## config.mk

```make
export PLATFORM = sky130hd
export DESIGN_NAME = pc_sequencer
export DESIGN_NICKNAME = d
export VERILOG_FILES = /design/src/rtl/pc_sequencer_pkg.sv /design/src/rtl/pc_incr.sv /design/src/rtl/pc_sequencer.sv
export SDC_FILE = /design/constraint.sdc
export NUM_CORES = 1
export LEC_CHECK = 0
export BUFFER_PORTS_ARGS = -buffer_cell sky130_fd_sc_hd__buf_4
export CAP_MARGIN = 30
export CELL_PAD_IN_SITES_DETAIL_PLACEMENT = 0
export CELL_PAD_IN_SITES_GLOBAL_PLACEMENT = 2
export CORE_ASPECT_RATIO = 1.2
export CORE_MARGIN = 5
export CORE_UTILIZATION = 31
export CTS_CLUSTER_DIAMETER = 100
export DETAILED_ROUTE_END_ITERATION = 10
export PLACE_DENSITY = 0.89
export SLEW_MARGIN = 30
export SYNTH_ARGS = -nofsm -noshare
export SYNTH_HDL_FRONTEND = slang
export SYNTH_SLANG_ARGS = --single-unit
```

## constraint.sdc

```tcl
create_clock -name i_clk -period 3.5 [get_ports i_clk]
set_clock_uncertainty 0.15 [all_clocks]
set_input_delay 0.35 -clock i_clk [delete_from_list [all_inputs] [get_ports i_clk]]
set_output_delay 0.35 -clock i_clk [all_outputs]
set_load 0.01 [all_outputs]
```

## src/rtl/pc_sequencer_pkg.sv

```systemverilog
// Shared types and widths for the PLC scan program-counter sequencer.
// PC_SEQ_WATCHDOG_EN adds the FAULT state to the state encoding.
package pc_sequencer_pkg;

    localparam int unsigned PC_W  = 4;
    localparam int unsigned CNT_W = 8;
    localparam int unsigned WDT_W = 8;

    typedef enum logic [1:0] {
        ST_IDLE  = 2'd0,
        ST_RUN   = 2'd1,
        ST_DONE  = 2'd2
`ifdef PC_SEQ_WATCHDOG_EN
        ,
        ST_FAULT = 2'd3
`endif
    } state_t;

endpackage

```

## src/rtl/pc_incr.sv

```systemverilog
// 4-bit ripple incrementer feeding the program counter's +1 path.
module pc_incr
    import pc_sequencer_pkg::*;
(
    input  logic [PC_W-1:0] i_a,
    output logic [PC_W-1:0] o_sum_c
);

    logic w_c1;
    logic w_c2;

    // Ripple carries: each bit toggles when all lower bits are one
    assign w_c1       = i_a[0] & i_a[1];
    assign w_c2       = w_c1 & i_a[2];
    assign o_sum_c[0] = ~i_a[0];
    assign o_sum_c[1] = i_a[0] ^ i_a[1];
    assign o_sum_c[2] = w_c1 ^ i_a[2];
    assign o_sum_c[3] = w_c2 ^ i_a[3];

endmodule

```

## src/rtl/pc_sequencer.sv

```systemverilog
// Program-counter sequencer for one PLC scan: IDLE -> RUN -> DONE -> IDLE.
// Define PC_SEQ_WATCHDOG_EN to add the RUN-time watchdog and the sticky FAULT state.
module pc_sequencer
    import pc_sequencer_pkg::*;
#(
    parameter int unsigned SCAN_LAST = 15,
    parameter int unsigned WDT_LIMIT = 64
) (
    input  logic             i_clk,
    input  logic             i_reset,
    input  logic             i_start,
    input  logic             i_stall,
    input  logic             i_jump_valid,
    input  logic [PC_W-1:0]  i_jump_addr,
    output logic             o_jump_ready_c,
    output logic [PC_W-1:0]  o_pc,
    output logic             o_pc_valid,
    output logic             o_scan_done,
    output logic             o_busy,
    output logic [CNT_W-1:0] o_scan_count,
    output logic             o_fault
);

    localparam logic [PC_W-1:0] PC_LAST = PC_W'(SCAN_LAST);

    state_t             r_state;
    state_t             w_state_nxt;
    logic [PC_W-1:0]    r_pc;
    logic [PC_W-1:0]    w_pc_nxt;
    logic [PC_W-1:0]    w_pc_inc;
    logic [CNT_W-1:0]   r_scan_count;
    logic [CNT_W-1:0]   w_scan_count_nxt;
    logic               r_pc_valid;
    logic               r_scan_done;
    logic               r_busy;
    logic               w_pc_valid_nxt;
    logic               w_scan_done_nxt;
    logic               w_busy_nxt;
    logic               w_advance;

    pc_incr u_pc_incr (
        .i_a     (r_pc),
        .o_sum_c (w_pc_inc)
    );

    // A running, unstalled cycle is the only one that moves the program counter
    assign w_advance = (r_state == ST_RUN) && !i_stall;

`ifdef PC_SEQ_WATCHDOG_EN
    localparam logic [WDT_W-1:0] WDT_MAX = WDT_W'(WDT_LIMIT);

    logic [WDT_W-1:0] r_wdt;
    logic [WDT_W-1:0] w_wdt_nxt;
    logic             w_wdt_hit;
    logic             r_fault;

    assign w_wdt_nxt = r_wdt + WDT_W'(1);
    assign w_wdt_hit = (r_state == ST_RUN) && (w_wdt_nxt == WDT_MAX);

    // Watchdog: cleared while waiting in IDLE, counts every RUN cycle including stalls
    always_ff @(posedge i_clk) begin
        if (i_reset) begin
            r_wdt   <= '0;
            r_fault <= 1'b0;
        end else begin
            if (r_state == ST_IDLE) begin
                r_wdt <= '0;
            end else if (r_state == ST_RUN) begin
                r_wdt <= w_wdt_nxt;
            end
            r_fault <= (w_state_nxt == ST_FAULT);
        end
    end

    assign o_fault = r_fault;
`else
    logic w_unused_wdt;

    assign w_unused_wdt = ^WDT_W'(WDT_LIMIT);
    assign o_fault      = 1'b0;
`endif

    // State register; reset overrides every other input
    always_ff @(posedge i_clk) begin
        if (i_reset) begin
            r_state <= ST_IDLE;
        end else begin
            r_state <= w_state_nxt;
        end
    end

    // Next-state logic: a jump on the last address keeps the scan running
    always_comb begin
        w_state_nxt = r_state;
        case (r_state)
            ST_IDLE: begin
                if (i_start) begin
                    w_state_nxt = ST_RUN;
                end
            end
            ST_RUN: begin
`ifdef PC_SEQ_WATCHDOG_EN
                if (w_wdt_hit) begin
                    w_state_nxt = ST_FAULT;
                end else
`endif
                if (w_advance && !i_jump_valid && (r_pc == PC_LAST)) begin
                    w_state_nxt = ST_DONE;
                end
            end
            ST_DONE: begin
                w_state_nxt = ST_IDLE;
            end
            default: begin
                w_state_nxt = r_state;
            end
        endcase
    end

    // Output logic: next values of the registered outputs, decoded from the next state
    always_comb begin
        w_pc_nxt         = r_pc;
        w_scan_count_nxt = r_scan_count;
        if (w_advance) begin
            if (i_jump_valid) begin
                w_pc_nxt = i_jump_addr;
            end else if (r_pc != PC_LAST) begin
                w_pc_nxt = w_pc_inc;
            end
        end
        if (r_state == ST_DONE) begin
            w_scan_count_nxt = r_scan_count + CNT_W'(1);
        end
        if (w_state_nxt != ST_RUN) begin
            w_pc_nxt = '0;
        end
        w_pc_valid_nxt  = (w_state_nxt == ST_RUN);
        w_scan_done_nxt = (w_state_nxt == ST_DONE);
        w_busy_nxt      = (w_state_nxt == ST_RUN) || (w_state_nxt == ST_DONE);
    end

    // Output and datapath registers
    always_ff @(posedge i_clk) begin
        if (i_reset) begin
            r_pc         <= '0;
            r_scan_count <= '0;
            r_pc_valid   <= 1'b0;
            r_scan_done  <= 1'b0;
            r_busy       <= 1'b0;
        end else begin
            r_pc         <= w_pc_nxt;
            r_scan_count <= w_scan_count_nxt;
            r_pc_valid   <= w_pc_valid_nxt;
            r_scan_done  <= w_scan_done_nxt;
            r_busy       <= w_busy_nxt;
        end
    end

    assign o_jump_ready_c = w_advance;
    assign o_pc           = r_pc;
    assign o_pc_valid     = r_pc_valid;
    assign o_scan_done    = r_scan_done;
    assign o_busy         = r_busy;
    assign o_scan_count   = r_scan_count;

endmodule

```

==> results of run 1 <==
## flip-flops by register name, summed over array words and instances (netlist names)
register and count:
o_scan_done 1, r_state 2, o_scan_count 8, o_pc 4
o_pc_valid 1, o_busy 1
## routing by layer
layer	up-vias	GRT usage (%)	wire (um)
met2	25	16.5	807
met1	329	10.3	755
met3	4	3.06	130
met4	0	3.48	18
li1	366	-	-
met5	-	0	0
## power groups by stage
stage | registers [uW] | clock network, uW | logic, uW
3_5_place_dp | 206 | 0 | 38.3
5_1_grt | 202 | 119 | 41.6
3_3_place_gp | 206 | 0 | 38.0
6_report | 201 | 102 | 37.8
4_1_cts | 201 | 106 | 38.4
2_1_floorplan | 207 | 0 | 21.7
## worst register-to-register path: cells and delay by family, from the launching register on
family | cells | cell delay [ps]
buffers and inverters | 1 | 50
flip-flops | 1 | 430
adder cells (fa/ha/maj) | 1 | 180
AO/OA/AOI/OAI | 2 | 370
AND/OR/NAND/NOR | 2 | 630
## placed cells by master (no fill, tap or decap), drive strengths merged
cell / instances
nand2b: 2
and4b: 1
inv: 5
or3: 2
o22ai: 1
clkbuf: 4
and2b: 2
mux2i: 4
nor2: 9
ha: 5
nand4: 2
a31oi: 1
or4: 2
conb: 1
a221oi: 1
o21ai: 3
dfxtp: 17
clkinv: 1
a311oi: 1
nand4b: 3
a211oi: 2
xnor2: 2
a22oi: 1
or3b: 1
nand3b: 1
a21oi: 5
nor2b: 2
o31ai: 2
nand3: 1
nand2: 3
buf: 24
mux2: 1
## worst min-delay path by stage
| stage | from | endpoint | slack, ps | cells after the start |
|---|---|---|---|---|
| finish | i_reset | o_scan_count[3]$_SDFFE_PP0N_ | 180 | 2 |
| CTS | i_reset | o_scan_count[7]$_SDFFE_PP0N_ | 180 | 2 |
| global route | i_reset | o_scan_count[3]$_SDFFE_PP0N_ | 170 | 2 |
| floorplan | i_reset | o_scan_done$_SDFF_PP0_ | 270 | 1 |
| detailed placement | o_scan_count[7]$_SDFFE_PP0N_ | o_scan_count[7]$_SDFFE_PP0N_ | 330 | 2 |
| global placement | o_scan_count[7]$_SDFFE_PP0N_ | o_scan_count[7]$_SDFFE_PP0N_ | 310 | 2 |
## layout make-up
type | count | area, um^2 | area share (%)
Clock buffer | 4 | 26.3 | 2.43
Timing Repair Buffer | 24 | 180 | 16.7
Tap cell | 33 | 41.3 | 3.82
Inverter | 6 | 27.5 | 2.55
Sequential cell | 17 | 340 | 31.5
Multi-Input combinational cell | 61 | 464 | 43.0
## metrics by stage
step                      std cells  power [uW]  hold WS [ps]
after floorplan                  87         228           272
after detailed placement        141         244           327
after global placement          141         244           309
final                           145         341           181
after CTS                       145         346           176
after global routing            145         362           172
## logic make-up (layout without fill, tap and decap cells)
group	count (synthesis)	in the layout	synth area share [%]
flip-flops	17	17	40.1
AND/OR/NAND/NOR	31	31	24.2
other	1	1	0.442
buffers and inverters	9	34	5.16
multiplexers	5	5	6.05
adder cells (fa/ha/maj)	5	5	7.37
AO/OA/AOI/OAI	17	17	14.6
XOR/XNOR	2	2	2.07
==> impl_metrics.ini, run 1 <==
[final_layout]
num-fill-cells = 248
final_core_util_pct = 41.9
final_area_um2 = 1080
num_antenna_cells = 0
area_growth_pct = 27.3
nets = 127
drive_gt1_share_pct = 33.9

[outcome]
status = completed

[placed_design]
dp_hpwl_um = 1360
place_congestion = 0.754
place_ws_ps = 1560
placed_area_um2 = 1050
port_buffers = 24

[timing]
finalHoldViolations = 0
drv_slew = 0
min_period_ps = 1920
grt_setup_unrepaired = false
worst_slack_ps = 1580
setup_viol = 0
min_period_over_period_pct = 54.9
tns_ps = 0
max_freq_mhz = 520

[grt]
grt_pass1_wl_um = 2840
first_global_vias = 717
grt_overflow = 0
antenna_found_initial = 0
grt_start_max_net_pins = 15
grt_usage_pct = 9.31

[clock_network]
cts_tree = done
clk_latency_ps = 280
cts_buffers = 3
clock-sinks = 17
clock_path_buffers = 2
clk_pin_slew_ps = 100
cts-resized-gates = 0
cts_setup_buffers = 0
h-tree-depth = 1
root_buffer = clkbuf_4
hold_buffers = 0

[critical_path]
cp_max_fo = 7
path_cells = or3b_4, o22ai_1, inv_2, ha_1, nand2b_1, a211oi_1
rr_worst_depth = 6
worstReg2RegStart = r_state[0]$_SDFF_PP0_
path_buf_inv = 1
endpoint = o_pc[2]$_SDFFE_PP0P_
worstSetupPathType = flop to flop
cpPeakStageDelay_ps = 440
critical-path-top-delay-family = simple AND/OR/NAND/NOR gates
critPathRequiredTime_ps = 3520
arrival_ps = 1940
cp-startpoint = r_state[0]$_SDFF_PP0_
r2r_slack_ps = 1580
cp_slowest_cell = or3b_4
r2r_end = o_pc[2]$_SDFFE_PP0P_
critPathCaptureType = flop
crit_cells = 6
critPathLaunchType = flop

[power_and_ir_drop]
seqPwrFrac_pct = 59.0
p_clk_share_pct = 29.9
ir_drop_uv = 133
switchingPower_uw = 79.5
comb_power_share_pct = 11.1
switching_share_pct = 23.3
p_int_uw = 262
p_leak_uw = 0.000492
power_density_nw_per_um2 = 316

[route]
vias = 724
drc = 0
via_per_inst = 4.99
wl_per_cell_um = 11.8
antenna_left = 0
first_iter_violations = 41
wl_um = 1710
drtPass1Iterations = 4

[yosys]
ys_ff_latch = 17
synthDistinctLibCells = 37
yosysTopAreaCellShare_pct = 40.1
synthArstFlopShare_pct = 0
synth_most_common_cell = dfxtp_1
synthTopCellsByArea = dfxtp_1 (40%), ha_1 (7.4%), mux2i_1 (4.7%)
syn_inst = 87
netlist_area_um2 = 848
ys_top_cells_by_count = dfxtp_1 (17), nor2_1 (8), a21oi_1 (5), ha_1 (5)
syn_nets = 101
synth_ff_type = dfxtp_1
ys_seq_area_share_pct = 40.1
yosysWarnings = 0
yosysTopAreaCell = dfxtp_1
synth-edff-count = 0
postSynthAreaPerCell_um2 = 9.75

[floorplanning]
start_util_pct = 32.9
die_x_um = 57.8
die-area_um2 = 3890
coreArea_um2 = 2580
dieHeight_um = 67.3
num_rows = 20
io_pins = 26

[run]
cap_violations = 0

[worst_hold_path]
min_path_type = input pin to flop
(Power assumes the default switching activity.)
==> inputs of run 2 (changes only) <==
- CORE_UTILIZATION: 31 -> 26
- PLACE_DENSITY: 0.89 -> 0.81
- clock period: 3.5 -> 1.7 ns (I/O delays scaled with it)
==> run 2 against run 1 <==
  * Global-route usage is 0.52 points higher
  * Die area is 16% higher
  * Total power is 120% higher
  * Sequential power is 110% higher
  * Setup slack worse by 1500 ps
  * Register-to-register slack worse by 1500 ps
  * Cell count is 7.6% higher
  * Core utilization is 3.9 points lower
  * Fmax is 18% higher
  * Clock power is 120% higher
==> impl_metrics.ini, run 2 (synthesis gave the netlist of run 1 again) <==
[outcome]
status = completed

[timing]
min_period_ps = 1630
tns_ps = 0
grt_setup_unrepaired = true
max_freq_mhz = 612
worst_slack_ps = 65.5
min_period_over_period_pct = 96.1
drv_slew = 0
setup_viol = 0
finalHoldViolations = 0

[route]
wl_um = 1960
wl_per_cell_um = 12.6
drc = 0
wl_met3_um = 123
vias = 744
antenna_left = 0
drtPass1Iterations = 4
first_iter_violations = 32
wl_met2_um = 918
top_layer = met4
via_per_inst = 4.77
wl_met1_um = 881

[worst_hold_path]
min_path_type = input pin to flop
min_path_cells = 3
hold_start = i_jump_addr[0]
min_to = o_pc[0]$_SDFFE_PP0P_

[critical_path]
cpPeakStageDelay_ps = 330
rr_worst_depth = 6
worstSetupPathType = flop to flop
cp_max_fo = 5
r2r_end = o_pc[0]$_SDFFE_PP0P_
path_cells = ha_2, and4b_2, a22oi_2, ha_2, nand2b_4, a311oi_2
arrival_ps = 1690
worstReg2RegStart = o_pc[0]$_SDFFE_PP0P_
critPathLaunchType = flop
cp_common_cell = ha_2
critPathCaptureType = flop
r2r_slack_ps = 70
cp_slowest_cell = dfxtp_1
critPathRequiredTime_ps = 1760

[floorplanning]
die_x_um = 62.1
start_util_pct = 27.3
die-area_um2 = 4510
coreArea_um2 = 3110
dieHeight_um = 72.6
io_pins = 26
num_rows = 22

[placed_design]
port_buffers = 24
place_ws_ps = -53.6
place_congestion = 0.821
dp_hpwl_um = 1580
placed_area_um2 = 1120

[final_layout]
largest_reg_flops = 8
layout_common_cells = buf_4 (31), dfxtp_1 (15), nor2_1 (8)
final_area_um2 = 1180
drive_gt1_share_pct = 45.0
layout_commonest_cell = buf_4
num_antenna_cells = 0
nets = 135
area_growth_pct = 39.4

[clock_network]
clk_pin_slew_ps = 100
h-tree-depth = 1
root_buffer = clkbuf_4
clock-sinks = 17
cts_tree = done
clock_path_buffers = 2
cts_buffers = 3
clk_latency_ps = 290

[grt]
grt_usage_pct = 9.83
grt_overflow = 0
grt_pass1_wl_um = 3580
antenna_found_initial = 0
first_global_vias = 778
grt_start_max_net_pins = 15

[power_and_ir_drop]
p_leak_uw = 0.000537
power_density_nw_per_um2 = 623
ir_drop_uv = 292

[run]
cap_violations = 0
==> run 2: cell count changes in the layout (fill, tap and decap cells not counted), sizes merged <==
cell,previous run,this run
dlygate4sd3,0,1
clkbuf,4,3
clkinv,1,2
buf,24,31
==> run 2: per-stage QoR <==
| stage | std cells | total power (uW) | utilization, % | hold slack [ps] |
|---|---|---|---|---|
| 3_5_place_dp | 150 | 518 | 36.1 | 306 |
| 3_3_place_gp | 150 | 516 | 36.1 | 306 |
| 2_1_floorplan | 87 | 475 | - | 91.6 |
| 6_report | 156 | 737 | 38.0 | 41.3 |
| 5_1_grt | 156 | 788 | 38.0 | 33.3 |
| 4_1_cts | 156 | 753 | 37.9 | 25.8 |
==> run 2: critical path, delay by kind of cell, from the launching register on <==
kind | cells | cell delay [ps]
simple gates | 2 | 320
flops | 1 | 330
compound gates | 2 | 350
fa+ha+maj | 2 | 410
==> run 2: how the worst max path moves through the flow <==
stage               cells after the start  slack (ps)                   end                  start
finish                                  6          70  o_pc[0]$_SDFFE_PP0P_   o_pc[0]$_SDFFE_PP0P_
global route                            6         -20     o_busy$_SDFF_PP0_   o_pc[0]$_SDFFE_PP0P_
CTS                                     6          40  o_pc[0]$_SDFFE_PP0P_   o_pc[1]$_SDFFE_PP0P_
detailed placement                      6         -50  o_pc[2]$_SDFFE_PP0P_   o_pc[0]$_SDFFE_PP0P_
global placement                        6         -40  o_pc[0]$_SDFFE_PP0P_   o_pc[0]$_SDFFE_PP0P_
floorplan                               6           6  o_pc[1]$_SDFFE_PP0P_  r_state[0]$_SDFF_PP0_
==> run 2: cell type report <==
| class | instances | area (um^2) |
|---|---|---|
| well taps | 36 | 45.0 |
| clock inverters | 1 | 5.00 |
| inverters | 6 | 27.5 |
| multi-input cells | 61 | 497 |
| repair buffers | 32 | 243 |
| flip-flops and latches | 17 | 343 |
| fillers | 325 | 1930 |
| clock buffers | 3 | 22.5 |
==> run 2: report_power, final <==
part | internal, uW | switching (uW)
sequential | 407 | 5.46
combinational | 53.4 | 46.8
clock | 87.6 | 136
==> run 2: timing repair <==
| item | 4_1_cts | 5_1_grt |
|---|---|---|
| pin swaps | 1 | 0 |
| endpoints found under the hold margin | 11 | 0 |
| gates resized for setup | 2 | 3 |
| hold buffers | 1 | 0 |
| buffers inserted | 1 | 0 |
| setup endpoints to repair | 4 | 6 |
==> run 2: per-layer routing <==
metal  vias to the layer above  global-route usage [%]
met4                         0                    3.86
li1                        378                       -
met5                         -                       0
met3                         6                    3.85
met2                        25                    16.1
met1                       335                    11.5
==> inputs of run 3 (changes only) <==
- ABC_AREA: not set -> 1
- CORE_UTILIZATION: 26 -> 23
==> run 3 against run 2 <==
  * Count of clock-buffer cells in the layout did not move
  * Total power is 11% higher
  * Fmax up 2.3%
  * Register-to-register slack gained 40 ps
  * Core utilization is 5.0 points lower
  * Clock power grew 35%
  * Final area increased by 0.64%
  * Die area up 10%
  * Critical path depth grew 5
  * Synthesized cell count is 43% higher
  * First-iteration DRC count shrank 22%
==> impl_metrics.ini, run 3 <==
[timing]
worst_slack_ps = 102
drv_slew = 0
min_period_ps = 1600
finalHoldViolations = 0
hold-worst-slack_ps = 93.9
max_freq_mhz = 626
setup_viol = 0
min_period_over_period_pct = 94.0

[route]
drc = 0
wl_um = 2080
vias = 855
wl_per_cell_um = 10.7
drtPass1Iterations = 4
via_per_inst = 4.38
first_iter_violations = 25
antenna_left = 0

[critical_path]
path_buf_inv = 2
r2r_slack_ps = 100
worstSetupPathType = flop to flop
critPathRequiredTime_ps = 1740
critPathCaptureType = flop
cpPeakStageDelay_ps = 350
cp_common_cell = nand2_2
critical-path-top-delay-family = simple AND/OR/NAND/NOR gates
critPathLaunchType = flop
cp_slowest_cell = dfxtp_2
cp_max_fo = 5
arrival_ps = 1640
path_cells = ha_4, nand2_2, inv_1, nand2_2, nor2_2, a21oi_2, ha_2, inv_2, nor2_4, nand2_1, nor2_1

[grt]
grt_usage_pct = 8.59
grt_start_max_net_pins = 11
grt_pass1_wl_um = 3330
antenna_found_initial = 0
first_global_vias = 778
grt_overflow = 0

[clock_network]
cts_buffers = 3
clk_pin_slew_ps = 70
h-tree-depth = 1
root_buffer = clkbuf_8
clock_path_buffers = 2
cts_setup_buffers = 0
clock-sinks = 17
clk_latency_ps = 250
cts_tree = done

[worst_hold_path]
min_path_type = input pin to flop

[floorplanning]
die_x_um = 65.3
num_rows = 24
io_pins = 26
coreArea_um2 = 3600
die-area_um2 = 4980
dieHeight_um = 76.3
start_util_pct = 23.4

[final_layout]
num_antenna_cells = 0
layout_commonest_cell = buf_4
layout_common_cells = buf_4 (29), nand2_1 (28), nor2_1 (23)
nets = 171
num-fill-cells = 414
area_growth_pct = 41.1
drive_gt1_share_pct = 30.1
final_area_um2 = 1190
largest_reg_flops = 8

[power_and_ir_drop]
p_leak_uw = 0.000583
power_density_nw_per_um2 = 687
ir_drop_uv = 210

[placed_design]
place_ws_ps = -24.1
placed_area_um2 = 1100
port_buffers = 24
place_congestion = 0.724
dp_hpwl_um = 1610

[yosys]
synth_ff_type = dfxtp_1
ys_ff_latch = 17
postSynthAreaPerCell_um2 = 6.80
netlist_area_um2 = 843
ys_seq_area_share_pct = 40.4
synthDistinctLibCells = 18
yosysTopAreaCellShare_pct = 40.4
syn_nets = 138
yosysTopAreaCell = dfxtp_1
yosysWarnings = 0
synth_most_common_cell = nand2_1
ys_top_cells_by_count = nand2_1 (30), nor2_1 (25), dfxtp_1 (17), inv_1 (17), nand3_1 (10)
syn_inst = 124
synth-edff-count = 0
synthTopCellsByArea = dfxtp_1 (40%), nand2_1 (13%), nor2_1 (11%)
synthArstFlopShare_pct = 0

[run]
cap_violations = 0

[outcome]
status = completed
run 3: changes by cell type in the layout (fill, tap and decap cells not counted), sizes merged, moves of 3 or more:
cell / previous run / this run
a21oi: 5 / 8
inv: 5 / 17
mux2i: 4 / 0
nand2: 3 / 31
nand3: 1 / 10
nand4b: 3 / 0
nor2: 9 / 26
run 3: through the flow:
step	instances	TNS (ps)	utilization (%)	total power (uW)
6_report	195	0	33.0	817
4_1_cts	195	0	32.3	829
3_3_place_gp	190	0	30.6	516
3_5_place_dp	190	-50.9	30.6	516
5_1_grt	195	-20.1	33.0	866
2_1_floorplan	124	0	-	473
run 3: kinds of logic after synthesis:
logic type               after synthesis  share of synthesized area (%)
adder cells (fa/ha/maj)                5                           7.42
buffers and inverters                 19                           9.05
AND/OR/NAND/NOR                       71                           36.2
flip-flops                            17                           40.4
other                                  1                          0.445
AO/OA/AOI/OAI                         11                           6.53
run 3: final timing paths:
kind,end,cells past startpoint,startpoint
setup / recovery,o_pc[3]$_SDFFE_PP0P_,11,o_pc[1]$_SDFFE_PP0P_
hold / removal,o_pc[2]$_SDFFE_PP0P_,5,i_jump_addr[2]
setup reg to reg,o_pc[3]$_SDFFE_PP0P_,11,o_pc[1]$_SDFFE_PP0P_
hold reg to reg,o_scan_count[6]$_SDFFE_PP0N_,2,o_scan_count[6]$_SDFFE_PP0N_
run 3: cell type report:
| cell class | instances | area, um^2 | area share, % |
|---|---|---|---|
| clock buffer | 3 | 41.3 | 3.47 |
| clock inverter | 1 | 5.00 | 0.421 |
| inverter | 17 | 63.8 | 5.36 |
| sequential | 17 | 343 | 28.8 |
| multi-input combinational | 88 | 460 | 38.7 |
| timing repair buffer | 30 | 228 | 19.1 |
| tap | 39 | 48.8 | 4.10 |
run 3: what timing repair did:
item | in CTS | in global routing
endpoints found under the hold margin | 5 | 0
hold buffers | 1 | 0
gates resized for setup | 1 | 9
cloned | 0 | 0
pin swaps | 0 | 4
setup endpoints to repair | 4 | 5
run 3: layer usage:
layer  GRT usage, %  share of wire (%)  up-vias
li1               -                  -      442
met1           9.68                 41      384
met2           14.4                 50       25
met3           2.95                7.2        4
met4           3.73                1.4        0
met5              0                  0        -
run 3: worst register-to-register path, cell delays in order, from the launching register on:
cell and delay [ps]:
dfxtp_2 350, ha_4 160, nand2_2 50, inv_1 40, nand2_2 80, nor2_2 40, a21oi_2 130, ha_2 190
inv_2 40, nor2_4 150, nand2_1 70, nor2_1 90
run 3: power by group:
group	internal [uW]	leakage [uW]	switching, uW
logic	47.9	0.000418	50.4
registers	408	0.000139	8.43
clock network	163	0.0000255	140
total	618	0.000583	199
